==> src/rtl/zero_mon_pkg.sv <==
// Shared defaults, types and helpers for the zero-run monitor.
package zero_mon_pkg;

  localparam int DEF_DATA_W     = 64;
  localparam int DEF_CHUNK_W    = 16;
  localparam int DEF_CNT_W      = 16;
  localparam int DEF_RUN_THRESH = 4;

  localparam int N_CHUNK = DEF_DATA_W / DEF_CHUNK_W;

  // Saturation value of the default-width run counter.
  localparam logic [DEF_CNT_W-1:0] CNT_SAT = '1;

  // Run tracker state is implied by the counter: zero means no run in progress.
  typedef enum logic {
    RUN_IDLE   = 1'b0,
    RUN_ACTIVE = 1'b1
  } run_state_e;

  function automatic int n_chunk(input int data_w, input int chunk_w);
    return data_w / chunk_w;
  endfunction

endpackage

==> src/rtl/zero_run_monitor_if.sv <==
// Word stream in, zero flag and run report out.
interface zero_run_monitor_if #(
  parameter int DATA_W = zero_mon_pkg::DEF_DATA_W,
  parameter int CNT_W  = zero_mon_pkg::DEF_CNT_W
);
  logic              in_valid;
  logic              in_ready;
  logic [DATA_W-1:0] in_data;
  logic              in_last;
  logic              zf_valid;
  logic              zf;
  logic              rpt_valid;
  logic              rpt_ready;
  logic [CNT_W-1:0]  rpt_len;
  logic              rpt_sat;

  // Word source and report consumer side.
  modport master (
    output in_valid, in_data, in_last, rpt_ready,
    input  in_ready, zf_valid, zf, rpt_valid, rpt_len, rpt_sat
  );

  // Monitor side.
  modport slave (
    input  in_valid, in_data, in_last, rpt_ready,
    output in_ready, zf_valid, zf, rpt_valid, rpt_len, rpt_sat
  );
endinterface

==> src/rtl/zero_chunk_reduce.sv <==
// Combinational per-chunk zero detection: one flag per CHUNK_W slice.
module zero_chunk_reduce #(
  parameter int DATA_W  = zero_mon_pkg::DEF_DATA_W,
  parameter int CHUNK_W = zero_mon_pkg::DEF_CHUNK_W,
  parameter int NC      = zero_mon_pkg::n_chunk(DATA_W, CHUNK_W)
) (
  input  logic [DATA_W-1:0] data,
  output logic [NC-1:0]     chunk_zero
);

  for (genvar gi = 0; gi < NC; gi++) begin : g_chunk
    assign chunk_zero[gi] = (data[gi*CHUNK_W +: CHUNK_W] == '0);
  end

endmodule

==> src/rtl/zero_run_monitor.sv <==
// Two-stage zero detector with run-length tracking and a held run report.
module zero_run_monitor #(
  parameter int DATA_W     = zero_mon_pkg::DEF_DATA_W,
  parameter int CHUNK_W    = zero_mon_pkg::DEF_CHUNK_W,
  parameter int CNT_W      = zero_mon_pkg::DEF_CNT_W,
  parameter int RUN_THRESH = zero_mon_pkg::DEF_RUN_THRESH
) (
  input  logic              clk,
  input  logic              rst,
  zero_run_monitor_if.slave bus
);
  import zero_mon_pkg::*;

  localparam int               NC      = n_chunk(DATA_W, CHUNK_W);
  localparam logic [CNT_W-1:0] CNT_MAX = '1;
  localparam logic [CNT_W-1:0] THRESH  = CNT_W'(RUN_THRESH);

  logic             en;
  logic             accept;
  run_state_e       run_state;
  logic [NC-1:0]    chunk_zero;

  logic             word_zero;
  logic             at_max;
  logic             run_end;
  logic [CNT_W-1:0] cnt_nxt;
  logic             sat_nxt;

  logic             s1_valid_q, s1_valid_d;
  logic [NC-1:0]    s1_cz_q, s1_cz_d;
  logic             s1_last_q, s1_last_d;
  logic             zf_valid_q, zf_valid_d;
  logic             zf_q, zf_d;
  logic [CNT_W-1:0] run_cnt_q, run_cnt_d;
  logic             sat_flag_q, sat_flag_d;
  logic             rpt_valid_q, rpt_valid_d;
  logic [CNT_W-1:0] rpt_len_q, rpt_len_d;
  logic             rpt_sat_q, rpt_sat_d;

  zero_chunk_reduce #(
    .DATA_W  (DATA_W),
    .CHUNK_W (CHUNK_W),
    .NC      (NC)
  ) u_reduce (
    .data       (bus.in_data),
    .chunk_zero (chunk_zero)
  );

  // State register: pipeline, run tracker and report, all cleared asynchronously.
  always_ff @(posedge clk or posedge rst) begin
    if (rst) begin
      s1_valid_q  <= 1'b0;
      s1_cz_q     <= '0;
      s1_last_q   <= 1'b0;
      zf_valid_q  <= 1'b0;
      zf_q        <= 1'b0;
      run_cnt_q   <= '0;
      sat_flag_q  <= 1'b0;
      rpt_valid_q <= 1'b0;
      rpt_len_q   <= '0;
      rpt_sat_q   <= 1'b0;
    end else begin
      s1_valid_q  <= s1_valid_d;
      s1_cz_q     <= s1_cz_d;
      s1_last_q   <= s1_last_d;
      zf_valid_q  <= zf_valid_d;
      zf_q        <= zf_d;
      run_cnt_q   <= run_cnt_d;
      sat_flag_q  <= sat_flag_d;
      rpt_valid_q <= rpt_valid_d;
      rpt_len_q   <= rpt_len_d;
      rpt_sat_q   <= rpt_sat_d;
    end
  end

  // Next state: advance the pipeline and run tracker only while not stalled.
  always_comb begin
    s1_valid_d  = s1_valid_q;
    s1_cz_d     = s1_cz_q;
    s1_last_d   = s1_last_q;
    zf_valid_d  = zf_valid_q;
    zf_d        = zf_q;
    run_cnt_d   = run_cnt_q;
    sat_flag_d  = sat_flag_q;
    rpt_valid_d = rpt_valid_q;
    rpt_len_d   = rpt_len_q;
    rpt_sat_d   = rpt_sat_q;

    word_zero = &s1_cz_q;
    at_max    = (run_cnt_q == CNT_MAX);
    run_end   = !word_zero || s1_last_q;
    sat_nxt   = sat_flag_q || (word_zero && at_max);

    unique case (run_state)
      RUN_IDLE:   cnt_nxt = word_zero ? CNT_W'(1) : '0;
      default:    cnt_nxt = !word_zero ? run_cnt_q :
                            (at_max ? CNT_MAX : run_cnt_q + CNT_W'(1));
    endcase

    if (en) begin
      s1_valid_d  = accept;
      s1_cz_d     = chunk_zero;
      s1_last_d   = bus.in_last;
      zf_valid_d  = s1_valid_q;
      zf_d        = s1_valid_q && word_zero;
      // A consumed (or never-present) report drops unless replaced below.
      rpt_valid_d = 1'b0;

      if (s1_valid_q) begin
        if (run_end) begin
          if (cnt_nxt >= THRESH) begin
            rpt_valid_d = 1'b1;
            rpt_len_d   = cnt_nxt;
            rpt_sat_d   = sat_nxt;
          end
          run_cnt_d  = '0;
          sat_flag_d = 1'b0;
        end else begin
          run_cnt_d  = cnt_nxt;
          sat_flag_d = sat_nxt;
        end
      end
    end else begin
      // zf_valid is a pulse: a frozen stage must not re-present the same flag.
      zf_valid_d = 1'b0;
    end
  end

  // Outputs: stall whenever a report is waiting on the consumer.
  always_comb begin
    en            = !(rpt_valid_q && !bus.rpt_ready);
    accept        = bus.in_valid && en && !rst;
    run_state     = (run_cnt_q == '0) ? RUN_IDLE : RUN_ACTIVE;
    bus.in_ready  = en && !rst;
    bus.zf_valid  = zf_valid_q;
    bus.zf        = zf_q;
    bus.rpt_valid = rpt_valid_q;
    bus.rpt_len   = rpt_len_q;
    bus.rpt_sat   = rpt_sat_q;
  end

endmodule
==> src/flat_wrapper.sv <==
// flat-port wrapper written by rule: the top's interface ports become plain ports
module zero_run_monitor_flat import zero_mon_pkg::*;
#(
  parameter int DATA_W     = zero_mon_pkg::DEF_DATA_W,
  parameter int CHUNK_W    = zero_mon_pkg::DEF_CHUNK_W,
  parameter int CNT_W      = zero_mon_pkg::DEF_CNT_W,
  parameter int RUN_THRESH = zero_mon_pkg::DEF_RUN_THRESH
)
  (clk, rst, bus_in_valid, bus_in_data, bus_in_last, bus_rpt_ready, bus_in_ready, bus_zf_valid, bus_zf, bus_rpt_valid, bus_rpt_len, bus_rpt_sat);
  zero_run_monitor_if #(.DATA_W(DATA_W), .CNT_W(CNT_W)) bus_i ();
  input  logic clk;
  input  logic rst;
  input wire logic [$bits(bus_i.in_valid)-1:0] bus_in_valid;
  input wire logic [$bits(bus_i.in_data)-1:0] bus_in_data;
  input wire logic [$bits(bus_i.in_last)-1:0] bus_in_last;
  input wire logic [$bits(bus_i.rpt_ready)-1:0] bus_rpt_ready;
  output wire logic [$bits(bus_i.in_ready)-1:0] bus_in_ready;
  output wire logic [$bits(bus_i.zf_valid)-1:0] bus_zf_valid;
  output wire logic [$bits(bus_i.zf)-1:0] bus_zf;
  output wire logic [$bits(bus_i.rpt_valid)-1:0] bus_rpt_valid;
  output wire logic [$bits(bus_i.rpt_len)-1:0] bus_rpt_len;
  output wire logic [$bits(bus_i.rpt_sat)-1:0] bus_rpt_sat;
  assign bus_i.in_valid = bus_in_valid;
  assign bus_i.in_data = bus_in_data;
  assign bus_i.in_last = bus_in_last;
  assign bus_i.rpt_ready = bus_rpt_ready;
  assign bus_in_ready = bus_i.in_ready;
  assign bus_zf_valid = bus_i.zf_valid;
  assign bus_zf = bus_i.zf;
  assign bus_rpt_valid = bus_i.rpt_valid;
  assign bus_rpt_len = bus_i.rpt_len;
  assign bus_rpt_sat = bus_i.rpt_sat;
  zero_run_monitor #(.DATA_W(DATA_W), .CHUNK_W(CHUNK_W), .CNT_W(CNT_W), .RUN_THRESH(RUN_THRESH)) u_core (.clk(clk), .rst(rst), .bus(bus_i));
endmodule
==> config.mk <==
export PLATFORM = sky130hd
export DESIGN_NAME = zero_run_monitor_flat
export DESIGN_NICKNAME = d
export VERILOG_FILES = /design/src/rtl/zero_mon_pkg.sv /design/src/rtl/zero_run_monitor_if.sv /design/src/rtl/zero_chunk_reduce.sv /design/src/rtl/zero_run_monitor.sv /design/src/flat_wrapper.sv
export SDC_FILE = /design/constraint.sdc
export NUM_CORES = 1
export LEC_CHECK = 0
export ABC_AREA = 1
export CORE_ASPECT_RATIO = 0.5
export CORE_MARGIN = 8
export CORE_UTILIZATION = 49
export CTS_BUF_LIST = sky130_fd_sc_hd__clkbuf_16
export DETAILED_ROUTE_END_ITERATION = 16
export PLACE_DENSITY = 0.83
export SKIP_CTS_REPAIR_TIMING = 1
export SYNTH_ARGS = -nofsm -noshare
export SYNTH_HDL_FRONTEND = slang
export SYNTH_SLANG_ARGS = --single-unit
==> constraint.sdc <==
create_clock -name clk -period 6.35 [get_ports clk]
set_clock_uncertainty 0.05 [all_clocks]
set_input_delay 1.905 -clock clk [delete_from_list [all_inputs] [get_ports clk]]
set_output_delay 1.905 -clock clk [all_outputs]
set_load 0.01 [all_outputs]
### After elaboration in Yosys (flattened, before gate mapping)

Index checks and enable logic that the tools add are counted.

| word-level totals | value |
|---|---|
| flip-flop bits (word level) | 43 |

| cells by class | value |
|---|---|
| add/sub/neg operators | 1 |
| order comparisons | 1 |
| eq/ne operators | 1 |
| mux-type cells | 10 |
| bitwise logic cells | 1 |
| reduce and logical (&&, ||, !) cells | 20 |

Operators by type and width:

| kind | number |
|---|---|
| 16-bit logical NOT | 5 |
| 16-bit two-way mux | 4 |
| 16-bit by 1-bit adder with 16-bit output (second input constant) | 1 |
| 16-bit == test (second input constant) | 1 |
| 16-bit by 3-bit >= comparator with 1-bit output (second input constant) | 1 |
| 4-bit AND reduction | 2 |
| 1-bit logical AND | 6 |
| 1-bit two-way mux | 6 |
| 1-bit logical NOT | 4 |
| 1-bit logical OR | 2 |
| 2-bit AND reduction | 1 |
| 1-bit inverter | 1 |

### Logic depth before layout (Yosys ltp)

Gate-level depths: netlist of run 1.

| depth | value |
|---|---|
| depth in word-level cells | 8 |
| depth in mapped cells | 15 |
| mapped depth without buffers | 14 |

### Cells and area by module

A second synthesis of run 1 with hierarchy kept.

| second synthesis, totals | value |
|---|---|
| cells, all modules | 440 |
| area total of the unflattened synthesis | 2852.7 um2 |

Modules (own cells, without submodules):

| module | times used | cells an instance | area an instance (um2) | seq. area each (um2) |
|---|---|---|---|---|
| zero_run_monitor | 1 | 332 | 2437.3 | 1076.0 |
| zero_chunk_reduce | 1 | 108 | 415.4 | 0.0 |

### Worst setup path after synthesis of run 1

OpenSTA, ideal clock, no wires.

| path | value |
|---|---|
| path type | input to output |
| start | input bus_rpt_ready |
| end | output bus_in_ready |
| data arrival time | 2141 ps |
| slack | 2254 ps |
| stages on the path | 2 |
| buffers on the path | 0 |
| cells stage by stage | nor2_1 > nor2_1 |

| on the way | value |
|---|---|
| cells in the longest elaborated chain, start to end | 4 |

RTL lines:

| element | RTL line | text |
|---|---|---|
| start, declared | flat_wrapper.sv:16 | `input wire logic [$bits(bus_i.rpt_ready)-1:0] bus_rpt_ready;` |
| 1-bit logical NOT | zero_run_monitor.sv:131 | `en = !(rpt_valid_q && !bus.rpt_ready);` |
| 1-bit logical AND | zero_run_monitor.sv:131 |  |
| 1-bit logical NOT | zero_run_monitor.sv:131 |  |
| 1-bit logical AND | zero_run_monitor.sv:134 | `bus.in_ready = en && !rst;` |
| end, declared | flat_wrapper.sv:17 | `output wire logic [$bits(bus_i.in_ready)-1:0] bus_in_ready;` |

Every way passes these cells.

### Final worst setup path of run 1

Same ends and word-level chain as after synthesis.

==> impl_metrics.json, run 1 <==
{
  "status": "finished clean",
  "slowest_delay_ns": 0.52,
  "power_frac_comb": 0.203,
  "syn_to_final_growth_pct": 44.3,
  "cts_tree": "yes",
  "synth.top_cell.area_share": 0.421,
  "cts_root_buffer": "clkbuf_16",
  "ys_ff_latch": 43,
  "ir_worst_vdd_v": 0.000143,
  "r2r_start": "u_core.run_cnt_q[0]$_DFFE_PP0P_",
  "power.density_mw_per_mm2": 225,
  "cp_data_arrival_time_ns": 3.46,
  "place_inst": 491,
  "crit_family": "buffers and inverters",
  "nets": 499,
  "ctsLongestPathBuffers": 2,
  "rsz0062_at_grt": "no",
  "wirelength_mm": 7.86,
  "period_share": 0.853,
  "drive_above_1_share": 0.103,
  "final-hold-violation-count": 0,
  "power.internal_mw": 0.634,
  "cp_max_fo": 12,
  "core_mm2": 0.00498,
  "synth.distinct_cells": 30,
  "synth_fa_ha_area_frac": 0.00980,
  "drt_first_pass_iters": 5,
  "placed_area_mm2": 0.00350,
  "grt_overflow_total": 0,
  "leakagePower_nw": 1.87,
  "die_h_um": 67.0,
  "routedWlPerCell_um": 15.8,
  "grt_pass1_vias": 2793,
  "cts.sinks": 43,
  "grt_usage": 0.203,
  "hpwl_mm": 6.02,
  "power_frac_seq": 0.395,
  "ys_seq_area_frac": 0.421,
  "synth_area_leaders": "dfrtp_1 (42%), nand2_1 (14%), nand3_1 (6.7%)",
  "diodes": 0,
  "synth_mux_area_frac": 0,
  "viasPerCell": 5.36,
  "worst_slew_pin_slew_ns": 0.836,
  "netSwitchingFraction": 0.234,
  "fin_cells": 499,
  "relSlewSlack": 0.443,
  "crit_buf_inv": 2,
  "r2r-end": "u_core.bus.rpt_len[14]$_DFFE_PP0P_",
  "synth_top_family_by_area": "simple AND/OR/NAND/NOR gates",
  "reg2reg_depth": 14,
  "power.share.clock": 0.403,
  "stdcell_area_mm2": 0.00368,
  "slew_violations": 0,
  "setup_viol": 0,
  "finalSetupTns_ns": 0,
  "worstSkewPairLatency_ns": 0.29,
  "synthCells": 336,
  "drc": 0,
  "r2r_slack_ns": 3.75,
  "yosysWarnings": 0,
  "synth_area_per_cell_um2": 7.60,
  "place.gp.congestion": 0.896,
  "ys.flop_type": "dfrtp_1",
  "crit_chain": "clkdlybuf4s50_1, nor2_1, nor2_1, clkdlybuf4s50_1",
  "setup_ws_ns": 0.932,
  "die_area_mm2": 0.00792,
  "num_rows": 18,
  "crit_type": "in2out",
  "ant_nets": 0,
  "die_w_um": 118,
  "synth_xor_area_frac": 0,
  "post-route-min-period_ns": 5.42,
  "cp-end-kind": "primary output",
  "async_flop_share": 1.00,
  "start_kind": "input port",
  "clk_pin_slew_ns": 0.06,
  "drtIter0Drc": 203,
  "start_util": 0.513,
  "yosysTopAreaCell": "dfrtp_1",
  "port_buffers": 89,
  "num_io_pins": 90,
  "synth-edff-count": 0,
  "htreeDepth": 2,
  "synth_area_mm2": 0.00255,
  "dpl_worst_slack_ns": 0.918,
  "multiInputGateArea_mm2": 0.00125,
  "hp-class": "reg2reg",
  "synth_nets": 407,
  "grt_pass1_wl_mm": 13.0,
  "synth_simple_gate_area_frac": 0.406,
  "cts_buffers": 5,
  "p_sw_mw": 0.194,
  "fmax_mhz": 185,
  "min_path_cells": 2,
  "cp.required_ns": 4.39,
  "nFillCells": 367,
  "num_vias": 2673,
  "min_from": "u_core.bus.rpt_len[15]$_DFFE_PP0P_",
  "antenna_found_initial": 0,
  "seq_area_mm2": 0.00108,
  "hold_end": "u_core.bus.rpt_len[15]$_DFFE_PP0P_",
  "drv_cap": 0,
  "slowest_stage": "nor2_1",
  "synth_compound_area_frac": 0.0755,
  "grt_max_degree": 44
}
[cell usage after synthesis, types with 3 or more instances]
library cell	instances
o21ai_0	14
nand3_1	34
nor2_1	17
o22ai_1	9
nand4_1	12
clkbuf_1	3
nand2_1	95
nor2_2	9
inv_2	3
dfrtp_1	43
nand2_2	11
nor4_1	16
inv_1	42
a21oi_1	6
[power groups by stage]
stage | clock [mW] | sequential (mW) | combinational, mW
after detailed placement | 0 | 0.331 | 0.170
after global routing | 0.344 | 0.331 | 0.181
after floorplan | 0 | 0.344 | 0.0357
final | 0.334 | 0.327 | 0.168
after global placement | 0 | 0.329 | 0.166
after CTS | 0.333 | 0.327 | 0.171
[cells by family after synthesis]
| logic type | Yosys count |
|---|---|
| compound gates | 34 |
| simple gates | 205 |
| fa+ha+maj | 2 |
| buf+inv | 52 |
| flops | 43 |
[state kept, by name, summed over array words and instances (netlist names)]
name,flops
u_core.bus.zf_valid,1
u_core.s1_valid_q,1
u_core.bus.zf,1
u_core.run_cnt_q,16
u_core.s1_last_q,1
u_core.bus.rpt_len,16
u_core.bus.rpt_sat,1
u_core.s1_cz_q,4
u_core.sat_flag_q,1
u_core.bus.rpt_valid,1
[worst min-delay path: stages, from the launching register on]
cell and delay, ns:
dfrtp_1 0.35, nand2_1 0.06, nand2_1 0.05
[placed cells by master (no fill, tap or decap)]
| cell | Yosys | routed |
|---|---|---|
| nand2_1 | 95 | 95 |
| clkdlybuf4s50_1 | 0 | 89 |
| inv_1 | 42 | 43 |
| dfrtp_1 | 43 | 43 |
| nand3_1 | 34 | 34 |
| nor2_1 | 17 | 17 |
| nor4_1 | 16 | 16 |
| o21ai_0 | 14 | 14 |
| nand4_1 | 12 | 12 |
| nand2_2 | 11 | 11 |
| nor2_2 | 9 | 9 |
| o22ai_1 | 9 | 9 |
| a21oi_1 | 6 | 6 |
| clkbuf_16 | 0 | 5 |
| inv_2 | 3 | 3 |
| nor2_8 | 2 | 2 |
| nor2_4 | 2 | 2 |
| nand2_4 | 2 | 2 |
| nand3_2 | 2 | 2 |
| o21ai_1 | 2 | 2 |
| ha_1 | 2 | 2 |
| bufinv_16 | 0 | 2 |
| buf_4 | 0 | 2 |
| and2_1 | 1 | 1 |
| nand3_4 | 1 | 1 |
| a21oi_2 | 1 | 1 |
| nor3_4 | 1 | 1 |
| clkinv_1 | 1 | 1 |
| a31o_2 | 1 | 1 |
| o221ai_1 | 1 | 1 |
[worst max path at each step]
stage	start	endpoint	slack, ns	depth (start not counted)
4_1_cts	bus_rpt_ready	bus_in_ready	0.91	4
6_report	bus_rpt_ready	bus_in_ready	0.93	4
3_3_place_gp	bus_rpt_ready	bus_in_ready	0.99	4
3_5_place_dp	bus_rpt_ready	bus_in_ready	0.92	4
5_1_grt	bus_rpt_ready	bus_in_ready	0.78	4
2_1_floorplan	bus_rpt_ready	bus_in_ready	2.25	2
[layout make-up]
| class | count | area share |
|---|---|---|
| clock buffer | 5 | 0.0340 |
| timing repair buffer | 91 | 0.246 |
| sequential | 43 | 0.292 |
| multi-input combinational | 241 | 0.340 |
| tap | 70 | 0.0238 |
| clock inverter | 3 | 0.0173 |
| inverter | 46 | 0.0469 |
[per-stage QoR]
| step | power (mW) | hold WS (ns) | utilization |
|---|---|---|---|
| after detailed placement | 0.501 | 0.409 | 0.702 |
| final | 0.828 | 0.436 | 0.740 |
| after global routing | 0.856 | 0.455 | 0.740 |
| after CTS | 0.832 | 0.438 | 0.740 |
| after floorplan | 0.380 | 0.403 | - |
| after global placement | 0.496 | 0.407 | 0.702 |
[metal layers]
layer	wire length (um)	share of wire	global-route usage	vias to the layer above
met5	0	0	0	-
met4	125	0.016	0.0679	0
met3	655	0.083	0.0624	15
met2	3810	0.48	0.361	112
met1	3270	0.42	0.232	1245
li1	-	-	-	1301
(Power assumes the default switching activity.)
==> run 2, diff against run 1 <==
CORE_MARGIN = not set   (was 8)
CTS_CLUSTER_DIAMETER = 200   (was not set)
==> impl_metrics.json, run 2 (synthesized netlist as in run 1, its figures left out) <==
{
  "cp_max_fo": 12,
  "ir_worst_vdd_v": 0.000125,
  "start_kind": "input port",
  "drt_first_pass_iters": 5,
  "num_rows": 18,
  "min_from": "u_core.bus.rpt_len[2]$_DFFE_PP0P_",
  "antenna_found_initial": 0,
  "period_share": 0.849,
  "cp-end-kind": "primary output",
  "fin_cells": 499,
  "status": "finished clean",
  "fmax_mhz": 186,
  "final_common_cell": "nand2_1",
  "cts_buffers": 5,
  "drv_cap": 0,
  "power_mw": 0.736,
  "grt_overflow_total": 0,
  "die_h_um": 53.0,
  "r2r_slack_ns": 3.85,
  "cts_root_buffer": "clkbuf_16",
  "drtIter0Drc": 202,
  "crit_type": "in2out",
  "whs_ns": 0.428,
  "cp_data_arrival_time_ns": 3.43,
  "post-route-min-period_ns": 5.39,
  "worst_slew_pin_slew_ns": 0.859,
  "nFillCells": 392,
  "grt_max_degree": 44,
  "relSlewSlack": 0.428,
  "worstSkewPairLatency_ns": 0.28,
  "placed_area_mm2": 0.00350,
  "cts_tree": "yes",
  "ant_nets": 0,
  "hpwl_mm": 5.33,
  "hold_end": "u_core.bus.rpt_len[2]$_DFFE_PP0P_",
  "start_util": 0.513,
  "setup_ws_ns": 0.961,
  "drive_above_1_share": 0.103,
  "htreeDepth": 2,
  "ctsLongestPathBuffers": 2,
  "grt_pass1_wl_mm": 11.4,
  "reg2reg_depth": 14,
  "layout_common_cells": "nand2_1 (95), clkdlybuf4s50_1 (89), inv_1 (43), dfrtp_1 (43), nand3_1 (34)",
  "place.gp.congestion": 0.903,
  "num_vias": 2649,
  "drc": 0,
  "core_mm2": 0.00498,
  "cp.required_ns": 4.39,
  "num_io_pins": 90,
  "syn_to_final_growth_pct": 42.4,
  "die_w_um": 104,
  "finalCoreUtilization": 0.731,
  "die_area_mm2": 0.00552,
  "setup_viol": 0,
  "power.density_mw_per_mm2": 202,
  "dpl_worst_slack_ns": 0.954,
  "routedWlPerCell_um": 13.8,
  "rsz0062_at_grt": "no",
  "leakagePower_nw": 1.85,
  "min_path_cells": 2,
  "cts.sinks": 43,
  "viasPerCell": 5.31,
  "r2r-end": "u_core.bus.rpt_len[0]$_DFFE_PP0P_",
  "final-hold-violation-count": 0,
  "port_buffers": 89,
  "r2r_start": "u_core.run_cnt_q[0]$_DFFE_PP0P_",
  "wirelength_mm": 6.88,
  "clk_pin_slew_ns": 0.06,
  "finalSetupTns_ns": 0,
  "stdcell_area_mm2": 0.00364,
  "diodes": 0,
  "grt_usage": 0.265,
  "place_inst": 491,
  "nets": 499,
  "slew_violations": 0,
  "grt_pass1_vias": 2616,
  "hp-class": "reg2reg"
}
## run 2: changes by cell type in the layout (fill, tap and decap cells not counted)
cell,delta
bufinv_16,-2
clkinv_2,+1
clkinvlp_4,+1
## run 2: critical path, stage by stage
cell             delay (ns)
clkdlybuf4s50_1        0.40
nor2_1                 0.50
nor2_1                 0.12
clkdlybuf4s50_1        0.51
## run 2: routing by layer
layer  GRT usage  up-vias  share of wire
met1       0.304     1231           0.41
li1            -     1291              -
met4       0.102        0          0.013
met2       0.503      117           0.51
met3      0.0530       10          0.071
met5           0        -              0
## run 2: worst max path at each step
stage | startpoint | endpoint | slack, ns
after floorplan | bus_rpt_ready | bus_in_ready | 2.25
after global placement | bus_rpt_ready | bus_in_ready | 0.99
after detailed placement | bus_rpt_ready | bus_in_ready | 0.95
after CTS | bus_rpt_ready | bus_in_ready | 0.95
after global routing | bus_rpt_ready | bus_in_ready | 0.85
final | bus_rpt_ready | bus_in_ready | 0.96
## run 2: layout make-up
cell class,instances,area (um2),share of cell area
clock buffer,5,125,0.0344
clock inverter,3,16.3,0.00447
inverter,46,173,0.0475
multi-input combinational,241,1250,0.345
sequential,43,1080,0.296
tap,70,87.6,0.0241
timing repair buffer,91,906,0.249
## run 2: power breakdown
group          switching (mW)  internal [mW]  leakage [nW]
Clock                   0.102          0.143        0.0710
Combinational          0.0594          0.105          1.19
Sequential             0.0208          0.306         0.589
Total                   0.182          0.554          1.85
==> patch 1: new RTL, flow settings as in run 1 <==
Change the package constant `DEF_CHUNK_W` from 16 to 12.
--- a/src/rtl/zero_mon_pkg.sv
+++ b/src/rtl/zero_mon_pkg.sv
@@ -4,3 +4,3 @@
   localparam int DEF_DATA_W     = 64;
-  localparam int DEF_CHUNK_W    = 16;
+  localparam int DEF_CHUNK_W    = 12;
   localparam int DEF_CNT_W      = 16;
Check against the original RTL: not equivalent (Yosys sat finds a counterexample within 4 cycles, from zero or initial values and one cycle with rst high).
==> patch 1 against run 1 <==
Area after synthesis up 6.7%. Die area up 5.4%. Worst setup slack better by 0.18 ns. Synthesized cell count up 2.1%. Total power down 8.2%. Wire length down 8.6%. Sequential share of layout area about the same. Cell area up 2.3%. Register-to-register slack worse by 0.09 ns. Critical path type unchanged. Largest power group is now registers. Sequential cell count up 1.
==> patch 1: results <==
export IMPL_buf_share=0.232
export IMPL_inverters=48
export IMPL_nFlopsAndLatches=44
export IMPL_worstReg2RegEnd="u_core.bus.rpt_len[1]"
export IMPL_grt_pass1_wl_um=12100
export IMPL_synth_common_cells="nand2_1 (73), inv_1 (46), dfrtp_1 (44), nand3_1 (38), nand2_2 (21)"
export IMPL_drive_gt1_frac=0.160
export IMPL_hold_end="u_core.bus.rpt_len[0]"
export IMPL_clk_pin_slew_ns=0.06
export IMPL_syn_avg_cell_area_um2=7.94
export IMPL_portBuffers=85
export IMPL_holdWs_ns=0.425
export IMPL_gr_usage_met1=0.189
export IMPL_slew_violations=0
export IMPL_nNetsFinal=501
export IMPL_ys_seq_area_frac=0.404
export IMPL_run_status="complete, no violations"
export IMPL_synthMuxAreaShare=0
export IMPL_dp_cells=496
export IMPL_synth_cell_types=32
export IMPL_firstDrtPassIters=4
export IMPL_wl_met3_um=624
export IMPL_cp_arrival_ns=3.29
export IMPL_synthAdderAreaFrac=0.00919
export IMPL_nonClockBufferCount=88
export IMPL_nFillCells=448
export IMPL_synth_fp_nets=414
export IMPL_p_leak_uw=0.00188
export IMPL_powerDensity_mw_per_mm2=202
export IMPL_grt_usage=0.180
export IMPL_final_cells=504
export IMPL_gp_congestion=0.857
export IMPL_multi_input_gates=243
export IMPL_relSlewSlack=0.484
export IMPL_post_place_ws_ns=1.11
export IMPL_wl_met2_um=3580
export IMPL_yosys_top_cells_area="dfrtp_1 (40%), nand2_1 (10%), nand3_1 (7.0%)"
export IMPL_clock_area_frac=0.0368
export IMPL_vias=2660
export IMPL_grt_max_degree=45
export IMPL_ir_drop_mv=0.142
export IMPL_drtIter0Drc=149
export IMPL_wl_met1_um=2830
export IMPL_dp_hpwl_um=5720
export IMPL_placed_area_mm2=0.00363
export IMPL_use_met2=0.335
export IMPL_hp_start="u_core.bus.rpt_len[0]"
export IMPL_synthXorXnorAreaFrac=0.00643
export IMPL_wl_per_cell_um=14.3
export IMPL_synth_compound_gate_area_share=0.0808
export IMPL_regArea_mm2=0.00110
export IMPL_core_area_mm2=0.00542
export IMPL_multi_input_area_share=0.367
export IMPL_crit_path_max_fanout=15
export IMPL_regToRegSetupSlack_ns=3.66
export IMPL_grtUsageMet3=0.0585
## patch 1: power by group
| part | total [uW] | internal (uW) | switching (uW) |
|---|---|---|---|
| clock | 247 | 143 | 104 |
| sequential | 339 | 312 | 26.2 |
| combinational | 176 | 112 | 64.0 |
| total | 761 | 567 | 194 |
## patch 1: worst max-delay path: stages
cell             delay (ns)
clkdlybuf4s50_1        0.46
nor2_1                 0.05
buf_4                  0.17
nor2_1                 0.14
clkdlybuf4s50_1        0.57
## patch 1: worst max-delay path by stage
stage | to | slack (ns) | cells after the start | startpoint
after floorplan | bus_in_ready | 2.15 | 2 | bus_rpt_ready
after global placement | bus_in_ready | 1.14 | 5 | bus_rpt_ready
after detailed placement | bus_in_ready | 1.11 | 5 | bus_rpt_ready
after CTS | bus_in_ready | 1.10 | 5 | bus_rpt_ready
after global routing | bus_in_ready | 1.04 | 5 | bus_rpt_ready
final | bus_in_ready | 1.11 | 5 | bus_rpt_ready
==> patch 2: new RTL, config.mk and constraints of run 1 <==
Made on the original files. Reset style: synchronous (`rst`), changed in one clocked block. Comments in the files are not updated.
--- a/src/rtl/zero_run_monitor.sv
+++ b/src/rtl/zero_run_monitor.sv
@@ -49,3 +49,3 @@
   // State register: pipeline, run tracker and report, all cleared asynchronously.
-  always_ff @(posedge clk or posedge rst) begin
+  always_ff @(posedge clk) begin
     if (rst) begin
Formal check against the unedited RTL: differs if rst is asserted again (counterexample within 4 cycles, from zero or initial values and one cycle with rst high); with rst held inactive, the same outputs for 10 cycles.
==> patch 2 against run 1 <==
Maximum frequency grew 5.5%. Worst setup slack gained 0.28 ns. Utilization shrank 1.7 points. Cell area shrank 3.2%. Sequential cell count is the same. Wire length grew 3.3%. Sequential share of layout area shrank 5.1 points. Area after synthesis shrank 1.4%. Critical path type unchanged.
Power is not compared: it rests on default switching activity, and its combinational part moved more than twofold at a synthesized area within 25%.
==> patch 2: results <==
export IMPL_insertedDiodeCount=0
export IMPL_yosys_top_cells_area="dfxtp_1 (34%), nand2_1 (14%), a21oi_1 (8.3%)"
export IMPL_async_flop_share=0
export IMPL_grt_usage=0.205
export IMPL_synth_fp_nets=462
export IMPL_regToRegSetupSlack_ns=3.66
export IMPL_hold_end="u_core.run_cnt_q[3]"
export IMPL_grt_pass1_wl_um=13200
export IMPL_max_stage_delay_ns=0.54
export IMPL_synth_common_cells="nand2_1 (96), dfxtp_1 (43), nor2_1 (43), a21oi_1 (42), inv_1 (42)"
export IMPL_r2r_start="u_core.bus.rpt_valid"
export IMPL_synth_cell_types=26
export IMPL_grt_pass1_vias=2886
export IMPL_run_status="complete, no violations"
export IMPL_routed_via_density=5.48
export IMPL_worst_slew_pin_slew_ns=0.964
export IMPL_firstDrtPassIters=6
export IMPL_yosys_area_top_type="dfxtp_1"
export IMPL_ff2ff_path_depth=9
export IMPL_drive_gt1_frac=0.0526
export IMPL_gp_congestion=0.904
export IMPL_drtIter0Drc=401
export IMPL_hp_start="u_core.run_cnt_q[3]"
export IMPL_crit_path_max_fanout=21
export IMPL_ys_seq_area_frac=0.342
export IMPL_dp_hpwl_um=6280
export IMPL_worstReg2RegEnd="u_core.run_cnt_q[11]"
export IMPL_cp_slowest_cell="clkdlybuf4s50_1"
export IMPL_wl_um=8120
export IMPL_grt_max_degree=37
## patch 2: kinds of logic after synthesis
| group | after synthesis | share of synthesized area |
|---|---|---|
| buffers and inverters | 58 | 0.0989 |
| xor gates and xnor gates | 1 | 0.00348 |
| and+or+nand+nor | 227 | 0.423 |
| DFF | 43 | 0.342 |
| AOI/OAI and AO/OA | 60 | 0.123 |
| adders and majority gates | 2 | 0.00993 |
## patch 2: worst reg2reg max path: stages (launching register included)
cell and delay (ns):
dfxtp_1 0.31, inv_1 0.04, nor2_1 0.08, inv_1 0.27, nand2_1 0.47, inv_1 0.18
nand2_1 0.08, nor2_1 0.75, o21ai_0 0.22, a21oi_1 0.17
## patch 2: per-layer routing
| layer | track usage | up-vias | share of wire |
|---|---|---|---|
| met2 | 0.351 | 156 | 0.47 |
| met4 | 0.0800 | 0 | 0.016 |
| met3 | 0.0691 | 11 | 0.11 |
| met5 | 0 | - | 0 |
| met1 | 0.236 | 1358 | 0.41 |
| li1 | - | 1459 | - |
## patch 2: power groups by stage
| stage | sequential, uW | clock, uW | combinational (uW) |
|---|---|---|---|
| detailed placement | 277 | 0 | 61.1 |
| finish | 271 | 241 | 61.1 |
| CTS | 271 | 242 | 61.2 |
| global placement | 277 | 0 | 59.5 |
| floorplan | 277 | 0 | 13.8 |
| global route | 271 | 255 | 65.3 |
## patch 2: cell type report
cell class	count	area [um2]
Multi-Input combinational cell	290	1410
Fill cell	388	1370
Timing Repair Buffer	91	906
Sequential cell	43	861
Inverter	43	161
Clock buffer	5	125
Tap cell	70	87.6
Clock inverter	3	12.5
## patch 2: per-stage QoR
stage	instance area [um2]	instances	util	hold WS [ns]	worst slack, ns
finish	3570	545	0.723	0.433	1.22
CTS	3570	545	0.723	0.432	1.21
floorplan	2520	391	-	0.395	2.12
detailed placement	3430	537	0.695	0.421	1.22
global placement	3430	537	0.695	0.418	1.22
global route	3570	545	0.723	0.455	1.16
## patch 2: how the worst max path moves through the flow
stage | endpoint | slack [ns] | startpoint
2_1_floorplan | bus_in_ready | 2.12 | rst
3_3_place_gp | bus_in_ready | 1.22 | rst
3_5_place_dp | bus_in_ready | 1.22 | rst
4_1_cts | bus_in_ready | 1.21 | rst
5_1_grt | bus_in_ready | 1.16 | bus_rpt_ready
6_report | bus_in_ready | 1.22 | rst
